==> config.mk <==
export PLATFORM = sky130hd
export DESIGN_NAME = fifo_axis_serializer
export DESIGN_NICKNAME = d
export VERILOG_FILES = /design/src/rtl/fifo_axis_serializer.sv
export SDC_FILE = /design/constraint.sdc
export NUM_CORES = 1
export LEC_CHECK = 0
export ABC_AREA = 1
export CORE_ASPECT_RATIO = 2
export CORE_UTILIZATION = 40
export CTS_BUF_LIST = sky130_fd_sc_hd__clkbuf_4 sky130_fd_sc_hd__clkbuf_8
export CTS_CLUSTER_SIZE = 28
export DETAILED_ROUTE_END_ITERATION = 7
export DONT_BUFFER_PORTS = 1
export PLACE_DENSITY = 0.58
export SETUP_SLACK_MARGIN = 0.1
export SYNTH_ARGS = -nofsm -noshare
export SYNTH_HDL_FRONTEND = slang
export SYNTH_SLANG_ARGS = --single-unit
==> constraint.sdc <==
create_clock -name clk -period 55.6 [get_ports clk]
set_input_delay 5.56 -clock clk [delete_from_list [all_inputs] [get_ports clk]]
set_output_delay 5.56 -clock clk [all_outputs]
set_load 0.01 [all_outputs]
==> src/rtl/fifo_axis_serializer.sv <==
// fifo_axis_serializer
// Drains wide packet words from a standard-read FIFO and serializes each word
// into narrow AXI4-Stream beats, carrying packet boundaries through tlast.
// Storage: NXT landing register + CUR word under serialization (lane idx).
// Optional build macro: FIFO_AXIS_SER_PKT_CNT_EN adds the pkt_cnt port/counter.
module fifo_axis_serializer #(
    parameter int IN_DATA_WIDTH  = 256,
    parameter int OUT_DATA_WIDTH = 64
) (
    input  logic                                   clk,
    input  logic                                   rst,
    input  logic [IN_DATA_WIDTH+IN_DATA_WIDTH/8:0] fifo_dout,
    input  logic                                   fifo_empty,
    output logic                                   fifo_rd_en,
    output logic [OUT_DATA_WIDTH-1:0]              m_axis_tdata,
    output logic [OUT_DATA_WIDTH/8-1:0]            m_axis_tkeep,
    output logic                                   m_axis_tlast,
    output logic                                   m_axis_tvalid,
    input  logic                                   m_axis_tready
`ifdef FIFO_AXIS_SER_PKT_CNT_EN
    ,
    output logic [31:0]                            pkt_cnt
`endif
);

    localparam int R  = IN_DATA_WIDTH / OUT_DATA_WIDTH;
    localparam int KI = IN_DATA_WIDTH / 8;
    localparam int KO = OUT_DATA_WIDTH / 8;
    localparam int IW = (R > 1) ? $clog2(R) : 1;

    typedef enum logic {S_IDLE, S_ACTIVE} state_t;

    state_t                      r_state, w_state_nxt;
    logic                        r_inflight;
    logic                        r_nxt_vld;
    logic [IN_DATA_WIDTH+KI:0]   r_nxt;
    logic [IN_DATA_WIDTH-1:0]    r_cur_data;
    logic [KI-1:0]               r_cur_keep;
    logic                        r_cur_last;
    logic [IW-1:0]               r_idx;
    logic [IW-1:0]               r_fl;

    logic                        w_nxt_vld;
    logic [IN_DATA_WIDTH+KI:0]   w_nxt_word;
    logic [IN_DATA_WIDTH-1:0]    w_nxt_data;
    logic [KI-1:0]               w_nxt_keep;
    logic                        w_nxt_last;
    logic [IW-1:0]               w_nxt_fl;
    logic                        w_hs;
    logic                        w_final;
    logic                        w_load;

    // Data returning from an in-flight read counts as NXT for that cycle and is
    // forwarded straight into CUR when CUR is free; this is what gives the
    // two-cycle empty-to-tvalid latency and bubble-free word boundaries at R=2.
    assign w_nxt_vld  = r_nxt_vld | r_inflight;
    assign w_nxt_word = r_nxt_vld ? r_nxt : fifo_dout;
    assign w_nxt_data = w_nxt_word[IN_DATA_WIDTH-1:0];
    assign w_nxt_keep = w_nxt_word[IN_DATA_WIDTH +: KI];
    assign w_nxt_last = w_nxt_word[IN_DATA_WIDTH+KI];

    assign fifo_rd_en = !rst && !fifo_empty && !r_nxt_vld && !r_inflight;

    assign w_hs    = m_axis_tvalid && m_axis_tready;
    assign w_final = w_hs && (r_idx == r_fl);
    assign w_load  = w_nxt_vld && ((r_state == S_IDLE) || w_final);

    // Final lane of the incoming word: highest lane with any keep bit on a last word.
    always_comb begin
        w_nxt_fl = IW'(R - 1);
        if (w_nxt_last) begin
            w_nxt_fl = '0;
            for (int l = 0; l < R; l++)
                if (|w_nxt_keep[l*KO +: KO]) w_nxt_fl = IW'(l);
        end
    end

    // State register.
    always_ff @(posedge clk or posedge rst) begin
        if (rst) r_state <= S_IDLE;
        else     r_state <= w_state_nxt;
    end

    // Next state: a load always leaves CUR active; finishing without a load idles.
    always_comb begin
        w_state_nxt = r_state;
        if (w_load)       w_state_nxt = S_ACTIVE;
        else if (w_final) w_state_nxt = S_IDLE;
    end

    // Outputs: present lane idx of CUR.
    always_comb begin
        m_axis_tvalid = (r_state == S_ACTIVE);
        m_axis_tdata  = '0;
        m_axis_tkeep  = '0;
        for (int l = 0; l < R; l++) begin
            if (r_idx == IW'(l)) begin
                m_axis_tdata = r_cur_data[l*OUT_DATA_WIDTH +: OUT_DATA_WIDTH];
                m_axis_tkeep = r_cur_keep[l*KO +: KO];
            end
        end
        m_axis_tlast = m_axis_tvalid && r_cur_last && (r_idx == r_fl);
    end

    // Read tracking, NXT landing register and CUR word/lane index.
    always_ff @(posedge clk or posedge rst) begin
        if (rst) begin
            r_inflight <= 1'b0;
            r_nxt_vld  <= 1'b0;
            r_nxt      <= '0;
            r_cur_data <= '0;
            r_cur_keep <= '0;
            r_cur_last <= 1'b0;
            r_idx      <= '0;
            r_fl       <= '0;
        end else begin
            r_inflight <= fifo_rd_en;
            if (r_inflight && !w_load) begin
                r_nxt     <= fifo_dout;
                r_nxt_vld <= 1'b1;
            end else if (w_load) begin
                r_nxt_vld <= 1'b0;
            end
            if (w_load) begin
                r_cur_data <= w_nxt_data;
                r_cur_keep <= w_nxt_keep;
                r_cur_last <= w_nxt_last;
                r_fl       <= w_nxt_fl;
                r_idx      <= '0;
            end else if (w_hs) begin
                r_idx      <= r_idx + 1'b1;
            end
        end
    end

`ifdef FIFO_AXIS_SER_PKT_CNT_EN
    logic [31:0] r_pkt_cnt;

    // Count packets on each accepted tlast beat; wraps naturally.
    always_ff @(posedge clk or posedge rst) begin
        if (rst)                     r_pkt_cnt <= '0;
        else if (w_hs && m_axis_tlast) r_pkt_cnt <= r_pkt_cnt + 32'd1;
    end

    assign pkt_cnt = r_pkt_cnt;
`endif

endmodule

==> impl_metrics.csv <==
group,metric,value,unit
logic_synthesis,synth.cell_area,27100,sq um
cts,insertion_delay,0.73,ns
floorplanning,die_w,186,um
logic_synthesis,synthArstFlopShare,1.00,
final_layout,final_cell_mix,"nand2_1, dfrtp_1, o21ai_0, inv_1, o21ai_1",
global_route,grt.overflow.total,0,
cts,cts_tree,"yes",
logic_synthesis,synth_enable_flop_cells,0,
global_route,grt_usage,0.222,
sta,period_needed,11.48,ns
final_layout,drive_gt1_frac,0.0655,
drt,wl,75.3,mm
final_layout,final_cells,4112,
sta,slew_viol_final,0,
final_layout,area_growth,8.08,%
drt,drt-initial-drc-count,1428,
place,hpwl,47.3,mm
cts,htree_num_levels,3,
worst_setup_path,critPathMaxStageDelay,0.36,ns
worst_setup_path,crit_required,50.04,ns
drt,drc_errors,0,
worst_setup_path,r2r_slack,51.11,ns
sta,setup_tns,0,ns
pwr,clkPwrFrac,0.226,
drt,wl_per_cell,18.3,um
cts,clock-sinks,585,
place,port_buffers,0,
pwr,powerDensity,60.2,nW/um^2
hold_path,whs_path_depth,2,
worst_setup_path,cp_slowest_cell,"nor3_1",
logic_synthesis,syn_inst,3278,
sta,period_share,0.206,
final_layout,fin_area,29300,sq um
worst_setup_path,cp_num_buf_inv,0,
sta,hold_viol,0,
floorplanning,core_area,66900,sq um
drt,routed-via-count,21000,
worst_setup_path,path_class,"input port to primary output",
sta,tightest_slew,1.08,ns
worst_setup_path,path_delay_family,"simple AND/OR/NAND/NOR gates",
place,place_congestion,0.777,
worst_setup_path,arrival,5.92,ns
pwr,combPwrFrac,0.372,
global_route,grt_pass1_wl,117,mm
sta,holdWs,0.473,ns
pwr,swShare,0.413,
floorplanning,fp-row-count,134,
cts,cts_buffers,88,
cts,cts_resized,0,
hold_path,hp-class,"flip-flop to flip-flop",
floorplanning,start_util,0.405,
floorplanning,die_area,68900,sq um
place,dp.cells,3946,
floorplanning,num_io_pins,368,
cts,clkSlewWorstSetupHoldPaths,0.07,ns
pwr,switchingPower,0.729,mW
cts,root_buffer,"clkbuf_8",
sta,rsz0062_at_grt,"no",
outcome,status,"completed",
pwr,max-vdd-ir-drop,0.0372,mV
global_route,grt_max_degree,191,
global_route,use_met3,0.0822,
global_route,busiest_layer,"met2",
logic_synthesis,synth_cell_types,28,
worst_setup_path,reg2reg_depth,7,
drt,viasPerCell,5.12,
global_route,antenna_found_initial,20,
drt,drtAntennaViolNets,0,
logic_synthesis,yosys_warnings,0,
worst_setup_path,cp_num_cells,1,
worst_setup_path,path_cells,"nor3_1",
pwr,leakage,14.4,nW
worst_setup_path,cp_max_fo,2,
logic_synthesis,syn_area_per_cell,8.27,sq um
global_route,use_met2,0.363,
place,placed_area,27300,sq um
global_route,grt.met1_usage,0.265,
logic_synthesis,synth_largest_area_cell,"dfrtp_1",
sta,fin_worst_skew,0.0296,ns
cts,ctsHoldBuffers,0,
place,dp_worst_setup_slack,44.12,ns
cts,cts_buffer_depth,3,
pwr,seq_power_share,0.403,
pwr,p_int,1.04,mW
sta,setup_ws,44.12,ns
worst_setup_path,cp-end-kind,"primary output",
logic_synthesis,synthFlopType,"dfrtp_1",
final_layout,finish.utilization,0.438,
pwr,power,1.77,mW
global_route,grt_pass1_vias,20500,
final_layout,fin_nets,3449,
cts,cts_setup_buffers,0,
drt,drtPass1Iterations,5,
logic_synthesis,seq_area_frac_synth,0.540,
logic_synthesis,syn_nets,3575,
worst_setup_path,start_kind,"input port",
sta,setup_viol,0,
job,maxCapViolCount,0,
sta,slew_headroom,0.283,
logic_synthesis,ys_ff_latch,585,
final_layout,final_common_cell,"nand2_1",
sta,fmax,87.1,MHz
logic_synthesis,ys_top_cells_by_area,"dfrtp_1, nand2_1, o21ai_0",
floorplanning,die_h,370,um
logic_synthesis,yosysTopAreaCellShare,0.540,
## final timing paths
kind                             from               to
min reg2reg                r_nxt[274]       r_nxt[274]
min                        r_nxt[274]       r_nxt[274]
max in group asynchronous         rst  r_cur_data[110]
max                        fifo_empty       fifo_rd_en
min in group asynchronous         rst       r_inflight
max reg2reg                 r_nxt_vld  r_cur_data[107]
## final cells by class
class | count | area [sq um]
Antenna cell | 8 | 20.0
Inverter | 426 | 1620
Clock inverter | 21 | 259
Sequential cell | 585 | 14600
Multi-Input combinational cell | 2019 | 9710
Tap cell | 884 | 1110
Fill cell | 6748 | 37600
Clock buffer | 137 | 1720
Timing Repair Buffer | 32 | 240
## synth_stat cells, types with 3 or more instances
cell type / instances
a21oi_1: 43
a22oi_1: 38
buf_1: 17
buf_2: 56
buf_4: 14
buf_6: 20
clkbuf_1: 140
dfrtp_1: 585
ha_1: 4
inv_1: 422
inv_2: 3
nand2_1: 851
nand3_1: 59
nor2_1: 20
nor3_1: 9
o211ai_1: 181
o21ai_0: 516
o21ai_1: 281
o221ai_1: 8
## power by group through the flow
stage                     registers (mW)  logic (mW)  clock network, mW
after floorplan                    0.695       0.506                  0
after global placement             0.710       0.653                  0
after detailed placement           0.716       0.666                  0
after CTS                          0.710       0.668              0.412
after global routing               0.733       0.754              0.428
final                              0.711       0.656              0.399
## cell families (layout without fill, tap and decap cells)
family,count (synthesis),after routing,share of synthesized area
fa+ha+maj,4,4,0.00185
flops,585,585,0.540
simple gates,945,945,0.135
xor+xnor,1,1,0.000323
compound gates,1069,1069,0.219
other cells,0,8,0
buf+inv,674,616,0.104
## per-layer routing
metal,vias up,share of wire
met2,569,0.47
met5,-,0.0021
li1,10400,-
met4,24,0.027
met3,127,0.084
met1,9879,0.41
## worst reg2reg max path, cell delays in order, from the launching register on
cell     delay, ns
dfrtp_1       0.39
buf_4         0.26
inv_8         0.70
buf_4         0.92
buf_4         0.84
buf_4         0.79
o21ai_0       0.30
o21ai_0       0.20
## registers in the layout (all words and copies together), names as in the netlist
register and flops:
r_cur_keep 32, r_idx 2, r_cur_last 1, r_inflight 1, m_axis_tvalid 1, r_nxt 289
r_cur_data 256, r_fl 2, r_nxt_vld 1
(Power assumes the default switching activity.)
